**config.mk**
```make
export PLATFORM = sky130hd
export DESIGN_NAME = color_centroid_tracker
export DESIGN_NICKNAME = d
export VERILOG_FILES = /design/src/rtl/color_centroid_tracker.sv
export SDC_FILE = /design/constraint.sdc
export NUM_CORES = 1
export LEC_CHECK = 0
export CORE_ASPECT_RATIO = 0.5
export CORE_UTILIZATION = 54
export CTS_CLUSTER_DIAMETER = 60
export DETAILED_ROUTE_END_ITERATION = 16
export PLACE_DENSITY = 0.76
export SLEW_MARGIN = 5
export SYNTH_ARGS = -nofsm -noshare
export SYNTH_HDL_FRONTEND = slang
export SYNTH_SLANG_ARGS = --single-unit
export TNS_END_PERCENT = 20
```
**constraint.sdc**
```tcl
create_clock -name clk -period 3.65 [get_ports clk]
set_clock_uncertainty 0.1 [all_clocks]
set_input_delay 0.73 -clock clk [delete_from_list [all_inputs] [get_ports clk]]
set_output_delay 0.73 -clock clk [all_outputs]
set_load 0.05 [all_outputs]
```
**src/rtl/color_centroid_tracker.sv**
```systemverilog
// Colour-mask centroid tracker: per-frame count/row/col sums, then a serial divide.
// Define COLOR_TRACKER_BBOX_EN to add the bounding-box outputs.

module color_centroid_div_lane #(
    parameter int SUM_W = 28,
    parameter int CNT_W = 19,
    parameter int OUT_W = 13
) (
    input  logic             clk,
    input  logic             reset,
    input  logic             load,
    input  logic             step,
    input  logic [SUM_W-1:0] dividend,
    input  logic [CNT_W-1:0] divisor,
    output logic [OUT_W-1:0] quot_nxt
);
    logic [SUM_W-1:0] num;
    logic [OUT_W-2:0] quot;
    logic [CNT_W-1:0] rem;
    logic [CNT_W:0]   rem_sh, rem_sub;
    logic             take;

    // Restoring step; only the low OUT_W quotient bits are kept since the
    // centroid can never exceed the frame width.
    always_comb begin
        rem_sh   = {rem, num[SUM_W-1]};
        rem_sub  = rem_sh - {1'b0, divisor};
        take     = (rem_sh >= {1'b0, divisor});
        quot_nxt = {quot, take};
    end

    always_ff @(posedge clk) begin
        if (reset) begin
            num  <= '0;
            quot <= '0;
            rem  <= '0;
        end else if (load) begin
            num  <= dividend;
            quot <= '0;
            rem  <= '0;
        end else if (step) begin
            num  <= num << 1;
            quot <= quot_nxt[OUT_W-2:0];
            rem  <= CNT_W'(take ? rem_sub : rem_sh);
        end
    end
endmodule

module color_centroid_tracker #(
    parameter int FRAME_W    = 640,
    parameter int FRAME_H    = 480,
    parameter int MIN_PIXELS = 16,
    parameter int DIV_CYCLES = 28
) (
    input  logic        clk,
    input  logic        reset,
    input  logic        pix_valid,
    input  logic [12:0] row,
    input  logic [12:0] col,
    input  logic        i_color,
    output logic [12:0] centroid_row,
    output logic [12:0] centroid_col,
    output logic [18:0] pixel_count,
    output logic        obj_valid,
    output logic        result_valid,
    output logic        busy,
    output logic        overrun
`ifdef COLOR_TRACKER_BBOX_EN
    ,
    output logic [12:0] bbox_min_row,
    output logic [12:0] bbox_max_row,
    output logic [12:0] bbox_min_col,
    output logic [12:0] bbox_max_col
`endif
);
    localparam int CNT_W     = 19;
    localparam int SUM_W     = DIV_CYCLES;
    localparam int NUM_LANES = 2;
    localparam int IT_W      = $clog2(DIV_CYCLES + 1);

    typedef enum logic [1:0] {D_IDLE, D_RUN, D_DONE} d_state_t;
    d_state_t state, state_nxt;

    logic                              accept, hit, last_pix, eof;
    logic                              snap, valid_snap, last_iter;
    logic [CNT_W-1:0]                  cnt, cnt_add, div_d;
    logic [SUM_W-1:0]                  sum_r, sum_c, add_r, add_c;
    logic [IT_W-1:0]                   iter;
    logic [NUM_LANES-1:0][SUM_W-1:0]   lane_num;
    logic [NUM_LANES-1:0][12:0]        lane_q;

    assign accept     = pix_valid && (row < 13'(FRAME_H)) && (col < 13'(FRAME_W));
    assign hit        = accept && i_color;
    assign last_pix   = accept && (row == 13'(FRAME_H - 1)) && (col == 13'(FRAME_W - 1));
    assign cnt_add    = CNT_W'(hit);
    assign add_r      = hit ? SUM_W'(row) : '0;
    assign add_c      = hit ? SUM_W'(col) : '0;
    assign snap       = eof && (state == D_IDLE);
    assign valid_snap = (cnt >= CNT_W'(MIN_PIXELS));
    assign last_iter  = (state == D_RUN) && (iter == IT_W'(DIV_CYCLES - 1));

    // The pixel arriving alongside eof seeds the next frame instead of being lost.
    always_ff @(posedge clk) begin
        if (reset) begin
            eof   <= 1'b0;
            cnt   <= '0;
            sum_r <= '0;
            sum_c <= '0;
        end else begin
            eof <= last_pix;
            if (eof) begin
                cnt   <= cnt_add;
                sum_r <= add_r;
                sum_c <= add_c;
            end else begin
                cnt   <= cnt + cnt_add;
                sum_r <= sum_r + add_r;
                sum_c <= sum_c + add_c;
            end
        end
    end

    always_ff @(posedge clk) begin
        if (reset) state <= D_IDLE;
        else       state <= state_nxt;
    end

    always_comb begin
        state_nxt = state;
        case (state)
            D_IDLE:  if (eof) state_nxt = valid_snap ? D_RUN : D_DONE;
            D_RUN:   if (last_iter) state_nxt = D_DONE;
            D_DONE:  state_nxt = D_IDLE;
            default: state_nxt = D_IDLE;
        endcase
    end

    assign busy         = (state == D_RUN);
    assign result_valid = (state == D_DONE);

    // Centroid lands on the edge entering D_DONE so it is visible with result_valid.
    always_ff @(posedge clk) begin
        if (reset) begin
            iter         <= '0;
            div_d        <= '0;
            pixel_count  <= '0;
            obj_valid    <= 1'b0;
            centroid_row <= '0;
            centroid_col <= '0;
            overrun      <= 1'b0;
        end else begin
            overrun <= eof && (state != D_IDLE);
            if (snap) begin
                pixel_count <= cnt;
                div_d       <= cnt;
                iter        <= '0;
                if (!valid_snap) obj_valid <= 1'b0;
            end else if (state == D_RUN) begin
                iter <= iter + 1'b1;
            end
            if (last_iter) begin
                centroid_row <= lane_q[0];
                centroid_col <= lane_q[1];
                obj_valid    <= 1'b1;
            end
        end
    end

    assign lane_num[0] = sum_r;
    assign lane_num[1] = sum_c;

    for (genvar g = 0; g < NUM_LANES; g++) begin : g_lane
        color_centroid_div_lane #(
            .SUM_W(SUM_W),
            .CNT_W(CNT_W),
            .OUT_W(13)
        ) u_lane (
            .clk      (clk),
            .reset    (reset),
            .load     (snap && valid_snap),
            .step     (state == D_RUN),
            .dividend (lane_num[g]),
            .divisor  (div_d),
            .quot_nxt (lane_q[g])
        );
    end

`ifdef COLOR_TRACKER_BBOX_EN
    logic [12:0] mn_r, mx_r, mn_c, mx_c;
    logic [12:0] sn_mn_r, sn_mx_r, sn_mn_c, sn_mx_c;

    always_ff @(posedge clk) begin
        if (reset) begin
            mn_r         <= '1;
            mx_r         <= '0;
            mn_c         <= '1;
            mx_c         <= '0;
            sn_mn_r      <= '0;
            sn_mx_r      <= '0;
            sn_mn_c      <= '0;
            sn_mx_c      <= '0;
            bbox_min_row <= '0;
            bbox_max_row <= '0;
            bbox_min_col <= '0;
            bbox_max_col <= '0;
        end else begin
            if (eof) begin
                mn_r <= hit ? row : '1;
                mx_r <= hit ? row : '0;
                mn_c <= hit ? col : '1;
                mx_c <= hit ? col : '0;
            end else if (hit) begin
                if (row < mn_r) mn_r <= row;
                if (row > mx_r) mx_r <= row;
                if (col < mn_c) mn_c <= col;
                if (col > mx_c) mx_c <= col;
            end
            if (snap) begin
                sn_mn_r <= mn_r;
                sn_mx_r <= mx_r;
                sn_mn_c <= mn_c;
                sn_mx_c <= mx_c;
            end
            if (last_iter) begin
                bbox_min_row <= sn_mn_r;
                bbox_max_row <= sn_mx_r;
                bbox_min_col <= sn_mn_c;
                bbox_max_col <= sn_mx_c;
            end
        end
    end
`endif
endmodule
```
# [Yosys cells after proc, flatten, opt, wreduce, memory -nomap -nowiden]
# Cells that the tools add are included.
[word_totals] regBits=248 elab_cells=73
[op_classes] addsub=6 magnitude_cmp=5 eq_ne=8 mux=18 n_reduce_logical=18
[ops] operator="$mux W28" n=6
[ops] operator="$add A28 B13 Y28" n=2
[ops] operator="$ge A20 B19 Y1" n=2
[ops] operator="$mux W19" n=2
[ops] operator="$sub A19 B19 Y19" n=2
[ops] operator="$mux W13" n=2
[ops] operator="$add A19 B1 Y19" n=1
[ops] operator="$ge A19 B5 Y1 const B" n=1
[ops] operator="$eq A13 B10 Y1 const B" n=1
[ops] operator="$eq A13 B9 Y1 const B" n=1
[ops] operator="$lt A13 B10 Y1 const B" n=1
[ops] operator="$lt A13 B9 Y1 const B" n=1
[ops] operator="$logic_and A1 B1 Y1" n=9
[ops] operator="$mux W2" n=3
[ops] operator="$reduce_bool A2 Y1" n=3
[ops] operator="$reduce_or A2 Y1" n=3
[ops] operator="$add A5 B1 Y5 const B" n=1
[ops] operator="$eq A5 B5 Y1 const B" n=1
[ops] operator="$mux W1" n=4
[ops] operator="$ne A2 B1 Y1 const B" n=2
[ops] operator="$pmux W2 S2" n=1
[ops] operator="$reduce_and A2 Y1" n=2
[ops] operator="$eq A2 B1 Y1 const B" n=1
[ops] operator="$eq A2 B2 Y1 const B" n=1
[ops] operator="2 further kinds" n=2

# [Longest topological paths before layout]
[depth] ltp_word=7 depth_mapped=15 depth_no_buf=13

# [Cells and area by module]
# A second synthesis with hierarchy kept.
[hier_totals] cells_unflattened=1700 hier_area_um2=13749.4
[by_module_without_submodules] module="color_centroid_div_lane" n_inst=2 cells_per_inst=449 area_each_um2=3657.3 seq_area_each_um2=1181.1
[by_module_without_submodules] module="color_centroid_tracker" n_inst=1 cells_per_inst=802 area_each_um2=6434.9 seq_area_each_um2=2602.5

# [Worst setup path after synthesis]
# Ideal clock, no wire load.
[synth_path] path_type="input to register" start="input row[9]" end="register sum_c[21]" setup_time_ns=0.125 arrival_ns=3.525 t_required_ns=3.425 path_slack_ns=-0.100 cell_stages=14 n_path_buf=2 path_cell_list="nor4b_1 -> nand4_1 -> nor2_1 -> clkbuf_1 -> and2_1 -> ha_1 -> a21o_1 -> a21o_1 -> a211oi_1 -> nor2_1 -> a21oi_1 -> clkbuf_1 -> nor3b_1 -> mux2i_1"
[synth_via] elab_chain_len=7
[synth_rtl] item="from (decl)" line_no="58" rtl="input logic [12:0] row,"
[synth_rtl] item="$lt A13 B9 Y1" line_no="92" rtl="assign accept = pix_valid && (row < 13'(FRAME_H)) && (col < 13'(FRAME_W));"
[synth_rtl] item="$logic_and A1 B1 Y1 (2 in series)" line_no="92"
[synth_rtl] item="$logic_and A1 B1 Y1" line_no="93" rtl="assign hit = accept && i_color;"
[synth_rtl] item="$mux W13" line_no="97" rtl="assign add_c = hit ? SUM_W'(col) : '0;"
[synth_rtl] item="$add A28 B13 Y28" line_no="118" rtl="sum_c <= sum_c + add_c;"
[synth_rtl] item="$mux W28" line_no="111" rtl="if (eof) begin"
[synth_rtl] item="to (signal assigned)" line_no="118"
[synth_rtl] item="to (decl)" line_no="87" rtl="logic [SUM_W-1:0] sum_r, sum_c, add_r, add_c;"
# No other way between the ends.
# A chain may end at the register's enable or synchronous reset.

# [Worst setup path after layout]
[layout_path] start="input col[10]" end="register sum_r[17]"
[layout_via] elab_chain_len=6
[layout_rtl] item="from (decl)" line_no="59" rtl="input logic [12:0] col,"
[layout_rtl] item="$lt A13 B10 Y1" line_no="92"
[layout_rtl] item="$logic_and A1 B1 Y1" line_no="92"
[layout_rtl] item="$logic_and A1 B1 Y1" line_no="93"
[layout_rtl] item="$mux W13" line_no="96" rtl="assign add_r = hit ? SUM_W'(row) : '0;"
[layout_rtl] item="$add A28 B13 Y28" line_no="117" rtl="sum_r <= sum_r + add_r;"
[layout_rtl] item="$mux W28" line_no="111"
[layout_rtl] item="to (signal assigned)" line_no="113" rtl="sum_r <= add_r;"
[layout_rtl] item="to (signal assigned)" line_no="117"
[layout_rtl] item="to (decl)" line_no="87"
# No other way between the ends.

==> results.tsv <==
metric	value	unit
min_period_over_period	98.8	%
num_rows	40	
synth_area_per_cell	7.80	um^2
numCtsBuffers	23	
routedWlPerCell	16.1	um
dieHeight	113	um
fin_nets	1916	
grt-ovfl-total	0	
grt_pass1_wl	57.4	mm
worst_slack	0.0453	ns
yosys-top-cells-count	317 x nand2_1, 248 x dfxtp_1, 176 x a21oi_1	
finalSetupTns	0	ns
tightest_slew	1.10	ns
cts_tree	done	
path_common_cell	inv_1	
io_pins	79	
synth-edff-count	0	
grt_max_degree	110	
drc	0	
hpwl	24.1	mm
fmaxAchievable	277	MHz
cp_top_family	simple AND/OR/NAND/NOR gates	
crit_arrival	3.94	ns
fin_area	0.0158	mm^2
antenna_cells	0	
hold_viol	0	
critPathKind	primary input to register	
hold_buffers	0	
fin_util	65.8	%
max_stage_delay	0.58	ns
worst_setup_path_end_kind	register	
placed_cell_area	0.0149	mm^2
startpoint_type	primary input	
status	completed	
drt_iter0_drc	833	
synth-seq-cells	248	
track_usage	27.3	%
crit_fanout	7	
rsz0062_at_grt	true	
vias	12700	
start_util	55.2	%
hold_class	register to register	
drt_pass1_iterations	8	
ys_types	68	
cts_htree_levels	1	
async_reset_ff_share	0	%
grt_pass1_vias	12000	
synth_seq_area_share	37.3	%
path_cells	clkdlybuf4s50_1 > nor4_2 > nand4_1 > nor2_4 > buf_6 > nand2_1 > inv_1 > ha_1 > inv_1 > or4_1 > o221ai_2 > o21ba_4 > buf_12 > or3_1 > a21oi_2	
synthesis.area	0.0133	mm^2
ir_drop	290	uV
area.growth.synth_to_final	19.2	%
period_minus_slack	3.60	ns
path_buf_inv	5	
clk_pin_slew	0.07	ns
ys_warn_count	0	
slowest_stage	or4_1	
dpl_worst_slack	-0.643	ns
wl	34.8	mm
place_inst	2122	
worst_hold_slack	0.359	ns
core-area	0.0241	mm^2
ant_nets	0	
die_w	224	um
viasPerCell	5.85	
die_area	0.0253	mm^2
yosys.area.top_type	dfxtp_1	
p_leak	6.19	nW
finalMaxSlewViolations	0	
synth_top_cell_area_share	37.3	%
synth_ff_type	dfxtp_1	
clk_latency	0.53	ns
cts_root_buf	clkbuf_16	
final_cell_count_no_fill	2165	
clk_path_buf_depth	3	
drv_cap	0	
required	3.99	ns
syn_inst	1704	
synth_area_leaders	dfxtp_1 37%, nand2_1 8.9%, a21oi_1 6.6%	
setup_violations	0	
power.total	5.51	mW
slew_headroom	26.5	%
io_buffers	78	
power_per_cell_area	348	mW/mm^2
synth_most_common_cell	nand2_1	
drive_gt1_share	10.2	%
gp_congestion	0.964	
clock-sinks	248	
antenna_found_initial	0	
## placed cells by master, fill, tap and decap left out, drive strengths merged, types with 12 or more instances in the layout
cell and count:
a211oi 17, a21oi 177, a311oi 53, and2 18, buf 100, clkbuf 29, clkdlybuf4s50 76, dfxtp 248
ha 67, inv 53, mux2i 24, nand2 318, nand2b 16, nand3 47, nand4 20, nor2 159
nor3 39, o211ai 15, o21a 14, o21ai 80, o31ai 12, or3 26, xnor2 30, xor2 39
## where the power goes
| part | total (mW) | leakage [nW] | switching (mW) | internal, mW |
|---|---|---|---|---|
| sequential | 2.74 | 2.00 | 0.0188 | 2.72 |
| clock | 2.51 | 0.368 | 1.08 | 1.43 |
| combinational | 0.259 | 3.82 | 0.151 | 0.108 |
## flip-flops by register name, summed over array words and instances, names as in the netlist, 19 cells and up
name	count
sum_r	28
g_lane.u_lane.quot	24
div_d	19
g_lane.u_lane.num	56
cnt	19
sum_c	28
g_lane.u_lane.rem	38
## worst reg2reg max path: cells and delay by family (launching register included)
| kind | cells | cell delay (ns) |
|---|---|---|
| fa+ha+maj | 1 | 0.40 |
| flops | 1 | 0.36 |
| buf+inv | 1 | 0.10 |
| compound gates | 3 | 1.23 |
| simple gates | 4 | 0.85 |
## area by class of cell
type,instances,area [um^2]
inverter,52,198
tap,336,420
multi-input combinational,1314,7960
clock inverter,10,136
fill,2028,8220
clock buffer,29,628
timing repair buffer,176,1540
sequential,248,4960
## routing by layer
layer  global-route usage (%)  wire [um]  share of wire (%)
met3                     3.53       1790                5.1
met1                     35.8      15600                 45
met4                     7.08        750                2.2
met2                     47.6      16600                 48
met5                        0          0                  0
## worst paths after layout
check	from	end	slack, ns	cells after the start
max reg2reg	div_d[14]$_SDFFE_PP0P_	g_lane[0].u_lane.rem[3]$_SDFFE_PP0P_	0.52	9
min	centroid_col[12]$_SDFFE_PP0P_	centroid_col[12]$_SDFFE_PP0P_	0.36	2
max	col[10]	sum_r[17]$_SDFF_PP0_	0.05	15
min reg2reg	centroid_col[12]$_SDFFE_PP0P_	centroid_col[12]$_SDFFE_PP0P_	0.36	2
## logic make-up (layout without fill, tap and decap cells)
family / Yosys count / in the layout / share of synthesized area [%]
simple gates: 702 / 702 / 23.8
compound gates: 440 / 440 / 21.2
flops: 248 / 248 / 37.3
buf+inv: 148 / 267 / 4.35
fa+ha+maj: 71 / 71 / 6.91
xor+xnor: 69 / 69 / 4.54
mux: 25 / 25 / 1.89
other cells: 1 / 7 / 0.0282
## repair_timing
item,4_1_cts,5_1_grt
resized for setup,3,34
cloned,0,1
setup buffers,0,3
pin swaps,0,14
setup endpoints to repair,7,38
Note: power is estimated with default switching activity, not from simulation.
==> RTL edit, RTL diff (config.mk and constraints unchanged) <==
Register the outputs `result_valid` and `busy`, cleared by the reset; this adds one clock of latency there. The other outputs are not delayed to match.
--- a/src/rtl/color_centroid_tracker.sv
+++ b/src/rtl/color_centroid_tracker.sv
@@ -137,4 +137,11 @@
 
-    assign busy         = (state == D_RUN);
-    assign result_valid = (state == D_DONE);
+    always_ff @(posedge clk) begin
+        if (reset) begin
+            result_valid <= '0;
+            busy         <= '0;
+        end else begin
+            result_valid <= (state == D_DONE);
+            busy         <= (state == D_RUN);
+        end
+    end
 
Check against the original RTL: not equivalent (Yosys sat finds a counterexample within 4 cycles, from zero or initial values and one cycle with reset high).
==> RTL edit against the original RTL <==
Utilization rose by 0.059 points. First-iteration DRC count is 10% higher. Critical path depth up 1. Final area grew 0.50%. Total power grew 3.6%. Sequential cell count up 2. Area after synthesis up 0.93%. Highest routed layer unchanged. Critical path type unchanged. Non-clock buffer count fell by 18. Count of clock-buffer cells in the layout grew 1. Clock power is 8.0% higher. Wire length is 1.3% lower. Fmax grew 6.6%. Setup slack gained 220 ps.
==> RTL edit: results (changes against the original RTL) <==
.. list-table::
   :header-rows: 1

   * - Metric
     - Value
   * - Status
     - finished clean
   * - # fillers
     - 2000 (-1.4%)
   * - Synth Area per Inst
     - 7.850 µm² (+0.58%)
   * - Fraction of area in multi-input gates
     - 50.61% (+0.38 points)
   * - Length of the first detailed-routing pass in iterations
     - 5 (-3)
   * - Data-path buffer share of cell area in the final layout
     - 9.002% (-0.72 points)
   * - Placed Instances
     - 2106 (-0.75%)
   * - Biggest area contributors in the synthesized netlist
     - sky130_fd_sc_hd__dfxtp_1 (37%), sky130_fd_sc_hd__nand2_1 (8.7%), sky130_fd_sc_hd__ha_1 (6.2%)
   * - Met3 usage in global routing
     - 3.993% (+0.46 points)
   * - Timing startpoint of the critical path
     - row[10]
   * - Global-route met1 utilization
     - 34.61% (-1.2 points)
   * - Maximum number of pins on one net before global-route repair
     - 71 (-35%)
   * - Clock Sinks
     - 250 (+0.81%)
   * - Number of global-route vias before repair
     - 11926 (-0.62%)
   * - Share of power burned in the clock network
     - 47.4% (+1.9 points)
   * - Signal inverters
     - 43 (-17%)
   * - Drt via density
     - 5.898 (+0.85%)
   * - CTS buffer count
     - 24 (+4.3%)
   * - Remaining max-slew budget at the tightest pin
     - 29.26% (+2.7 points)
   * - GR Util All Layers
     - 26.36% (-0.92 points)
   * - Fraction of area in clock buffers and inverters
     - 5.318% (+0.49 points)
   * - Critical path endpoint
     - sum_r[24]$_SDFF_PP0_
   * - Overall die area
     - 25530 µm² (+0.92%)
   * - CP max stage delay
     - 490 ps (-90 ps)
   * - Met2 track demand over resource in global routing
     - 45.49% (-2.1 points)
   * - Slowest stage cell on the critical path
     - sky130_fd_sc_hd__or4_4
   * - Max Freq
     - 0.2957 GHz (+6.6%)
   * - Avg WL per Cell
     - 15.94 µm (-0.88%)
   * - Net switching power
     - 1.282 mW (+2.9%)
   * - Synth top cells by count
     - sky130_fd_sc_hd__nand2_1 (311), sky130_fd_sc_hd__dfxtp_1 (250), sky130_fd_sc_hd__a21oi_1 (166)
   * - Fin nets
     - 1903 (-0.68%)
   * - Leakage Power
     - 6.319 nW (+2.1%)
   * - Number of ordinary and repair buffers in the finished layout
     - 158 (-10%)
   * - Wl on met1
     - 15480 µm (-1.0%)
   * - Sum of met2 wire segment lengths after detailed routing
     - 16190 µm (-2.7%)
   * - Number of library cell types mapped by synthesis
     - 78 (+15%)
   * - Number of design-rule violations left by the first detailed-router iteration
     - 920 (+10%)
   * - Met3 WL post-DR
     - 1856 µm (+3.6%)
   * - Area added between synthesis and finish
     - 18.67%
   * - Fraction of layout instances using a drive strength above 1
     - 9.676% (-0.55 points)
   * - CP Data Arrival Time
     - 3760 ps (-180 ps)
## RTL edit: cell count changes after synthesis, sizes merged, moves of 7 or more
cell / change
inv: -10
o21ai: -18
o31ai: -11
and2: +13
a21oi: -10
nand3: +25
or3: -11
nand2: -7
## RTL edit: cell families (layout without fill, tap and decap cells)
kind of cell,Yosys count,in the layout,synth area share (%)
and+or+nand+nor,720,720,24.15
AOI/OAI and AO/OA,428,428,20.80
DFF,250,250,37.29
buffers and inverters,141,244,4.157
adders and majority gates,71,71,6.842
xor gates and xnor gates,71,71,4.633
muxes,28,28,2.107
other,1,7,0.02794
## RTL edit: critical path: cells and delay by family
| kind | cells | cell delay, ps |
|---|---|---|
| adder cells (fa/ha/maj) | 2 | 340 |
| AND/OR/NAND/NOR | 6 | 1360 |
| AO/OA/AOI/OAI | 5 | 860 |
| buffers and inverters | 3 | 460 |
## RTL edit: worst min-delay path by stage
stage,startpoint,endpoint,slack [ps],depth (start not counted)
floorplan,g_lane[1].u_lane.quot[11]$_SDFFE_PP0P_,centroid_col[12]$_SDFFE_PP0P_,330,2
global placement,centroid_col[7]$_SDFFE_PP0P_,centroid_col[7]$_SDFFE_PP0P_,350,2
detailed placement,centroid_row[3]$_SDFFE_PP0P_,centroid_row[3]$_SDFFE_PP0P_,350,2
CTS,centroid_col[7]$_SDFFE_PP0P_,centroid_col[7]$_SDFFE_PP0P_,360,2
global route,centroid_row[6]$_SDFFE_PP0P_,centroid_row[6]$_SDFFE_PP0P_,370,2
finish,centroid_col[7]$_SDFFE_PP0P_,centroid_col[7]$_SDFFE_PP0P_,360,2
## RTL edit: repair_timing
action,CTS,global route
hold buffers,0,0
setup buffers,0,5
gates cloned,0,1
gates resized for setup,2,49
endpoints found under the setup margin,8,38
pin swaps,0,21
